--- src/rtl/main_ctrl_mc.sv ---
// Multi-channel main controller: memory init, R/Co table load, interleaved sample
// intake with per-channel zero-sleep, soft input clear and sticky load-error flag.
module main_ctrl_mc #(
    parameter int N_CH       = 2,
    parameter int R_DEPTH    = 16,
    parameter int CO_DEPTH   = 512,
    parameter int IN_DEPTH   = 256,
    parameter int ZERO_LIMIT = 800,
    parameter int AW         = 10,
    parameter int CW         = 1
) (
    input  logic            Sclk,
    input  logic            Reset_n,
    input  logic            Start,
    input  logic            Frame_sync,
    input  logic            in_data_ready,
    input  logic [N_CH-1:0] all_zero,
    input  logic            clear_req,
    output logic            InReady,
    output logic            ALU_calc,
    output logic [CW-1:0]   alu_ch,
    output logic            mem_clear_data,
    output logic            mem_R_en,
    output logic            mem_Co_en,
    output logic            mem_In_en,
    output logic            mem_r0w1,
    output logic [AW-1:0]   mem_addr,
    output logic [N_CH-1:0] sleep,
    output logic            load_err
);

    localparam int ZW = $clog2(ZERO_LIMIT + 1);
    localparam logic [AW-1:0] CO_LAST = AW'(N_CH * CO_DEPTH - 1);
    localparam logic [AW-1:0] R_LAST  = AW'(N_CH * R_DEPTH - 1);
    localparam logic [AW-1:0] IN_LAST = AW'(N_CH * IN_DEPTH - 1);
    localparam logic [CW-1:0] CH_LAST = CW'(N_CH - 1);
    localparam logic [ZW-1:0] Z_MAX   = ZW'(ZERO_LIMIT);

    typedef enum logic [3:0] {
        S_IDLE, S_INIT, S_WAIT_R, S_READ_R, S_WAIT_CO,
        S_READ_CO, S_WAIT_IN, S_WORK, S_CLEAR
    } state_t;

    state_t          state, state_nxt;
    logic [AW-1:0]   addr, addr_nxt;
    logic [CW-1:0]   ch_ptr;
    logic [ZW-1:0]   zcnt [N_CH];
    logic            in_d;
    logic            pulse;
    logic            pulse_work;
    logic            cur_zero;
    logic            cur_sleep;
    logic            abort;
    logic            clr_ch;

    assign pulse      = in_data_ready & ~in_d;
    assign pulse_work = pulse & (state == S_WORK);
    assign cur_zero   = all_zero[ch_ptr];
    assign cur_sleep  = sleep[ch_ptr];
    assign mem_addr   = addr;

    always_comb begin
        state_nxt      = state;
        addr_nxt       = addr;
        abort          = 1'b0;
        clr_ch         = 1'b0;
        InReady        = 1'b0;
        ALU_calc       = 1'b0;
        alu_ch         = '0;
        mem_clear_data = 1'b0;
        mem_R_en       = 1'b0;
        mem_Co_en      = 1'b0;
        mem_In_en      = 1'b0;
        mem_r0w1       = 1'b0;
        unique case (state)
            S_IDLE: ;
            S_INIT: begin
                {mem_R_en, mem_Co_en, mem_In_en} = 3'b111;
                mem_r0w1       = 1'b1;
                mem_clear_data = 1'b1;
                if (addr == CO_LAST) begin
                    state_nxt = S_WAIT_R;
                    addr_nxt  = '0;
                end else begin
                    addr_nxt = addr + 1'b1;
                end
            end
            S_WAIT_R, S_WAIT_CO: begin
                InReady  = 1'b1;
                addr_nxt = '0;
                if (Frame_sync)
                    state_nxt = (state == S_WAIT_R) ? S_READ_R : S_READ_CO;
            end
            S_READ_R, S_READ_CO: begin
                InReady = 1'b1;
                if (Frame_sync) begin
                    abort     = 1'b1;
                    addr_nxt  = '0;
                    state_nxt = S_WAIT_R;
                end else if (pulse) begin
                    mem_R_en  = (state == S_READ_R);
                    mem_Co_en = (state == S_READ_CO);
                    mem_r0w1  = 1'b1;
                    if ((state == S_READ_R && addr == R_LAST) ||
                        (state == S_READ_CO && addr == CO_LAST)) begin
                        addr_nxt  = '0;
                        state_nxt = (state == S_READ_R) ? S_WAIT_CO : S_WAIT_IN;
                    end else begin
                        addr_nxt = addr + 1'b1;
                    end
                end
            end
            S_WAIT_IN: begin
                InReady  = 1'b1;
                addr_nxt = '0;
                if (clear_req)
                    state_nxt = S_CLEAR;
                else if (Frame_sync)
                    state_nxt = S_WORK;
            end
            S_WORK: begin
                InReady = 1'b1;
                if (pulse) begin
                    // A non-zero sample wakes a sleeping channel and is processed in the same pulse
                    if (!(cur_sleep && cur_zero)) begin
                        mem_In_en = 1'b1;
                        mem_r0w1  = 1'b1;
                        ALU_calc  = 1'b1;
                        alu_ch    = ch_ptr;
                    end
                    addr_nxt = (addr == IN_LAST) ? '0 : addr + 1'b1;
                end else begin
                    {mem_R_en, mem_Co_en, mem_In_en} = 3'b111;
                end
                if (clear_req) begin
                    state_nxt = S_CLEAR;
                    addr_nxt  = '0;
                end
            end
            S_CLEAR: begin
                mem_In_en      = 1'b1;
                mem_r0w1       = 1'b1;
                mem_clear_data = 1'b1;
                if (addr == IN_LAST) begin
                    state_nxt = S_WAIT_IN;
                    addr_nxt  = '0;
                    clr_ch    = 1'b1;
                end else begin
                    addr_nxt = addr + 1'b1;
                end
            end
            default: state_nxt = S_IDLE;
        endcase
        // Start restarts everything; channel state goes too since input memory is re-zeroed
        if (Start) begin
            state_nxt = S_INIT;
            addr_nxt  = '0;
            clr_ch    = 1'b1;
        end
    end

    always_ff @(posedge Sclk) begin
        if (!Reset_n) begin
            state    <= S_IDLE;
            addr     <= '0;
            ch_ptr   <= '0;
            in_d     <= 1'b0;
            load_err <= 1'b0;
            sleep    <= '0;
            for (int unsigned c = 0; c < N_CH; c++) zcnt[c] <= '0;
        end else begin
            state <= state_nxt;
            addr  <= addr_nxt;
            in_d  <= in_data_ready;
            if (Start)
                load_err <= 1'b0;
            else if (abort)
                load_err <= 1'b1;
            if (clr_ch)
                ch_ptr <= '0;
            else if (pulse_work)
                ch_ptr <= (ch_ptr == CH_LAST) ? '0 : ch_ptr + 1'b1;
            for (int unsigned c = 0; c < N_CH; c++) begin
                if (clr_ch) begin
                    zcnt[c]  <= '0;
                    sleep[c] <= 1'b0;
                end else if (pulse_work && CW'(c) == ch_ptr) begin
                    if (all_zero[c]) begin
                        if (zcnt[c] != Z_MAX) zcnt[c] <= zcnt[c] + 1'b1;
                        else                  sleep[c] <= 1'b1;
                    end else begin
                        zcnt[c]  <= '0;
                        sleep[c] <= 1'b0;
                    end
                end else if (zcnt[c] == Z_MAX) begin
                    sleep[c] <= 1'b1;
                end
            end
        end
    end

endmodule

--- config.mk ---
export PLATFORM = sky130hd
export DESIGN_NAME = main_ctrl_mc
export DESIGN_NICKNAME = d
export VERILOG_FILES = /design/src/rtl/main_ctrl_mc.sv
export SDC_FILE = /design/constraint.sdc
export NUM_CORES = 1
export LEC_CHECK = 0
export CORE_MARGIN = 1.5
export CORE_UTILIZATION = 30
export DETAILED_ROUTE_END_ITERATION = 7
export REMOVE_ABC_BUFFERS = 1
export SKIP_CTS_REPAIR_TIMING = 1
export SYNTH_ARGS = -nofsm -noshare
export SYNTH_HDL_FRONTEND = slang
export SYNTH_SLANG_ARGS = --single-unit
--- constraint.sdc ---
create_clock -name Sclk -period 4.4 [get_ports Sclk]
set_input_delay 0.88 -clock Sclk [delete_from_list [all_inputs] [get_ports Sclk]]
set_output_delay 0.88 -clock Sclk [all_outputs]
set_load 0.1 [all_outputs]
==> metrics.txt <==
Max Clk Rate around 0.28 GHz; total track usage 0.1330; max incr delay on CP 0.54 ns; Crit. End Element output port; largest area contributor in the netlist edfxtp_1; largest net degree at the start of global routing 19; clock sinks 39; Setup CP Type in2out; synth unique cells 60; outcome complete, no violations; cell count after synthesis 290; Seq/Total Area, Yosys 0.3918; die area between 8000 and 9000 sq um; num ports 29; setup violators final 0; period utilization 0.8093; via count ~2100; antenna fix cells 0; worst reg2reg setup slack 1.88 ns; TritonCTS clock tree done; highest fanout seen on the critical path 8; Hold WS between 0.4 and 0.5 ns; Synth Flop Type edfxtp_1; Num CTS Buffers 5; Port Buffers 28; design area 2907 sq um; clock period minus worst slack 3.561 ns; Synth Register Bits 39; Clock Tree Buf Depth 2; Static Leak 0.9897 nW; area growth from synthesis to layout 16.09%; Final Hold Fails 0; DRC 0; Clock transition at path regs 0.08 ns; Routed WL between 5 and 6 mm; clk_skew 0.009207 ns; Core Region 8134 sq um; WL per Instance 13.43 um; first-pass GRT wire length 9.466 mm; initial antenna violation count 0; vias per std cell 5.136; RSZ-0062 raised after global routing no; Core Util, Final 0.3573; drt first-iter violations 77; vias in the first global route 2028; Worst VDD drop 101.0 uV; Hold WC Path Type reg2reg; clock root cell clkbuf_8; Crit-path slowest cell nor3b_1; Post-Layout Cell Count 418; maxcap violations 0; Slew @ Worst Pin 0.9761 ns; Core Rows 33; number of synthesized flops with an enable pin 20; Slew HR 0.3472; final max-slew violation count 0; Placed Area 2819 sq um; Synth async-reset ratio 0; synthesized area between 2000 and 3000 sq um; die width 94.36 um; CP arrival 2.68 ns; clk_lat worst skew 0.30 ns; synth top area cells edfxtp_1 24%, dfxtp_1 15%, nor2_1 7.3%; global placement routability congestion 0.7767; critical path required time about 3.5 ns; H-tree levels 2; grt total ovfl 0; share of cells above drive strength 1 0.1086; Place WS about 0.86 ns; startpoint types input port; Die H ~94 um; Antenna Nets Post-Route 0; final net count 325; Cell Pwr Density about 260 nW/um^2; cell total after placement 410; Pre-Repair DR Iteration Count 4; post-synth top area share 0.2399; Final WS setup 0.8390 ns; synthesis warning total 0; Cell Chain, Critical Path clkdlybuf4s50_1 > nor3b_1 > nand2_1 > a21oi_1 > or2_2 > buf_4; top-count cell post-synth nor2_1; Post-synth top cells 49 x nor2_1, 22 x nand2_1, 20 x edfxtp_1, 20 x nand3_1, 19 x dfxtp_1; hpwl dp 3.961 mm; average footprint of a synthesized cell approximately 8.6 sq um; Initial Util 0.3078
==> critical path: cells and delay by family <==
kind	cells	cell delay (ns)
buffers and inverters	2	0.80
AND/OR/NAND/NOR	3	0.83
AO/OA/AOI/OAI	1	0.17
==> routing by layer <==
metal / up-vias / part of all wire / routed length, um / global-route usage
li1: 1087 / - / - / -
met1: 1026 / 0.47 / 2664 / 0.1702
met2: 28 / 0.48 / 2709 / 0.2236
met3: 6 / 0.032 / 179 / 0.02979
met4: 0 / 0.011 / 59 / 0.03856
met5: - / 0 / 0 / 0
==> path summary, 6_finish.rpt <==
kind,from,cells after the start,to
min,load_err,2,load_err
max,Frame_sync,6,mem_r0w1
min reg2reg,load_err,2,load_err
max reg2reg,state[1],5,zcnt[1][1]
==> through the flow <==
stage          total power (W)  TNS (ns)
2_1_floorplan        0.0004830   -0.1836
3_3_place_gp         0.0005130         0
3_5_place_dp         0.0005136         0
4_1_cts              0.0007648         0
5_1_grt              0.0007868         0
6_report             0.0007560         0
==> report_power, final <==
part,switching [W],internal (W),total (W)
clock network,0.000140,0.000111,0.000251
registers,0.0000125,0.000391,0.000403
logic,0.0000704,0.0000316,0.000102
==> sequential cells by signal, summed over array words and instances, names as in the netlist <==
signal / count
ch_ptr: 1
in_d: 1
load_err: 1
mem_addr: 10
sleep: 2
state: 4
zcnt: 20
==> placed cells by master, fill, tap and decap left out, types with 2 or more instances in the layout <==
cell type | synthesis | final
nor4_1 | 4 | 4
edfxtp_1 | 20 | 20
nand3_1 | 20 | 20
ha_1 | 5 | 5
mux2i_1 | 3 | 3
a31oi_1 | 10 | 10
a21oi_1 | 12 | 12
or2_2 | 3 | 3
nand2_1 | 22 | 22
nand2b_1 | 10 | 10
and2_1 | 2 | 2
nor4b_1 | 4 | 4
clkdlybuf4s50_1 | 0 | 21
nor3_1 | 2 | 2
dfxtp_1 | 19 | 19
xor2_1 | 12 | 12
nor2_1 | 49 | 49
buf_4 | 0 | 7
o21ai_0 | 4 | 4
inv_1 | 10 | 10
xnor2_1 | 7 | 7
nand4b_1 | 4 | 4
nand4_1 | 11 | 11
nor2b_1 | 2 | 2
clkbuf_8 | 0 | 5
o21ai_2 | 2 | 2
and3_1 | 7 | 7
==> layout make-up <==
type,count,area [sq um]
clock inverter,3,18.77
inverter,10,37.54
multi-input combinational,228,1406
clock buffer,5,68.82
sequential,39,980.9
tap,105,131.4
fill,818,5228
timing repair buffer,28,262.8
==> cells by family after synthesis <==
logic type	share of synthesized area
AND/OR/NAND/NOR	0.3263
AO/OA/AOI/OAI	0.1319
flip-flops	0.3918
buffers and inverters	0.04648
XOR/XNOR	0.06647
adder cells (fa/ha/maj)	0.02499
multiplexers	0.01199
(Power assumes the default switching activity.)
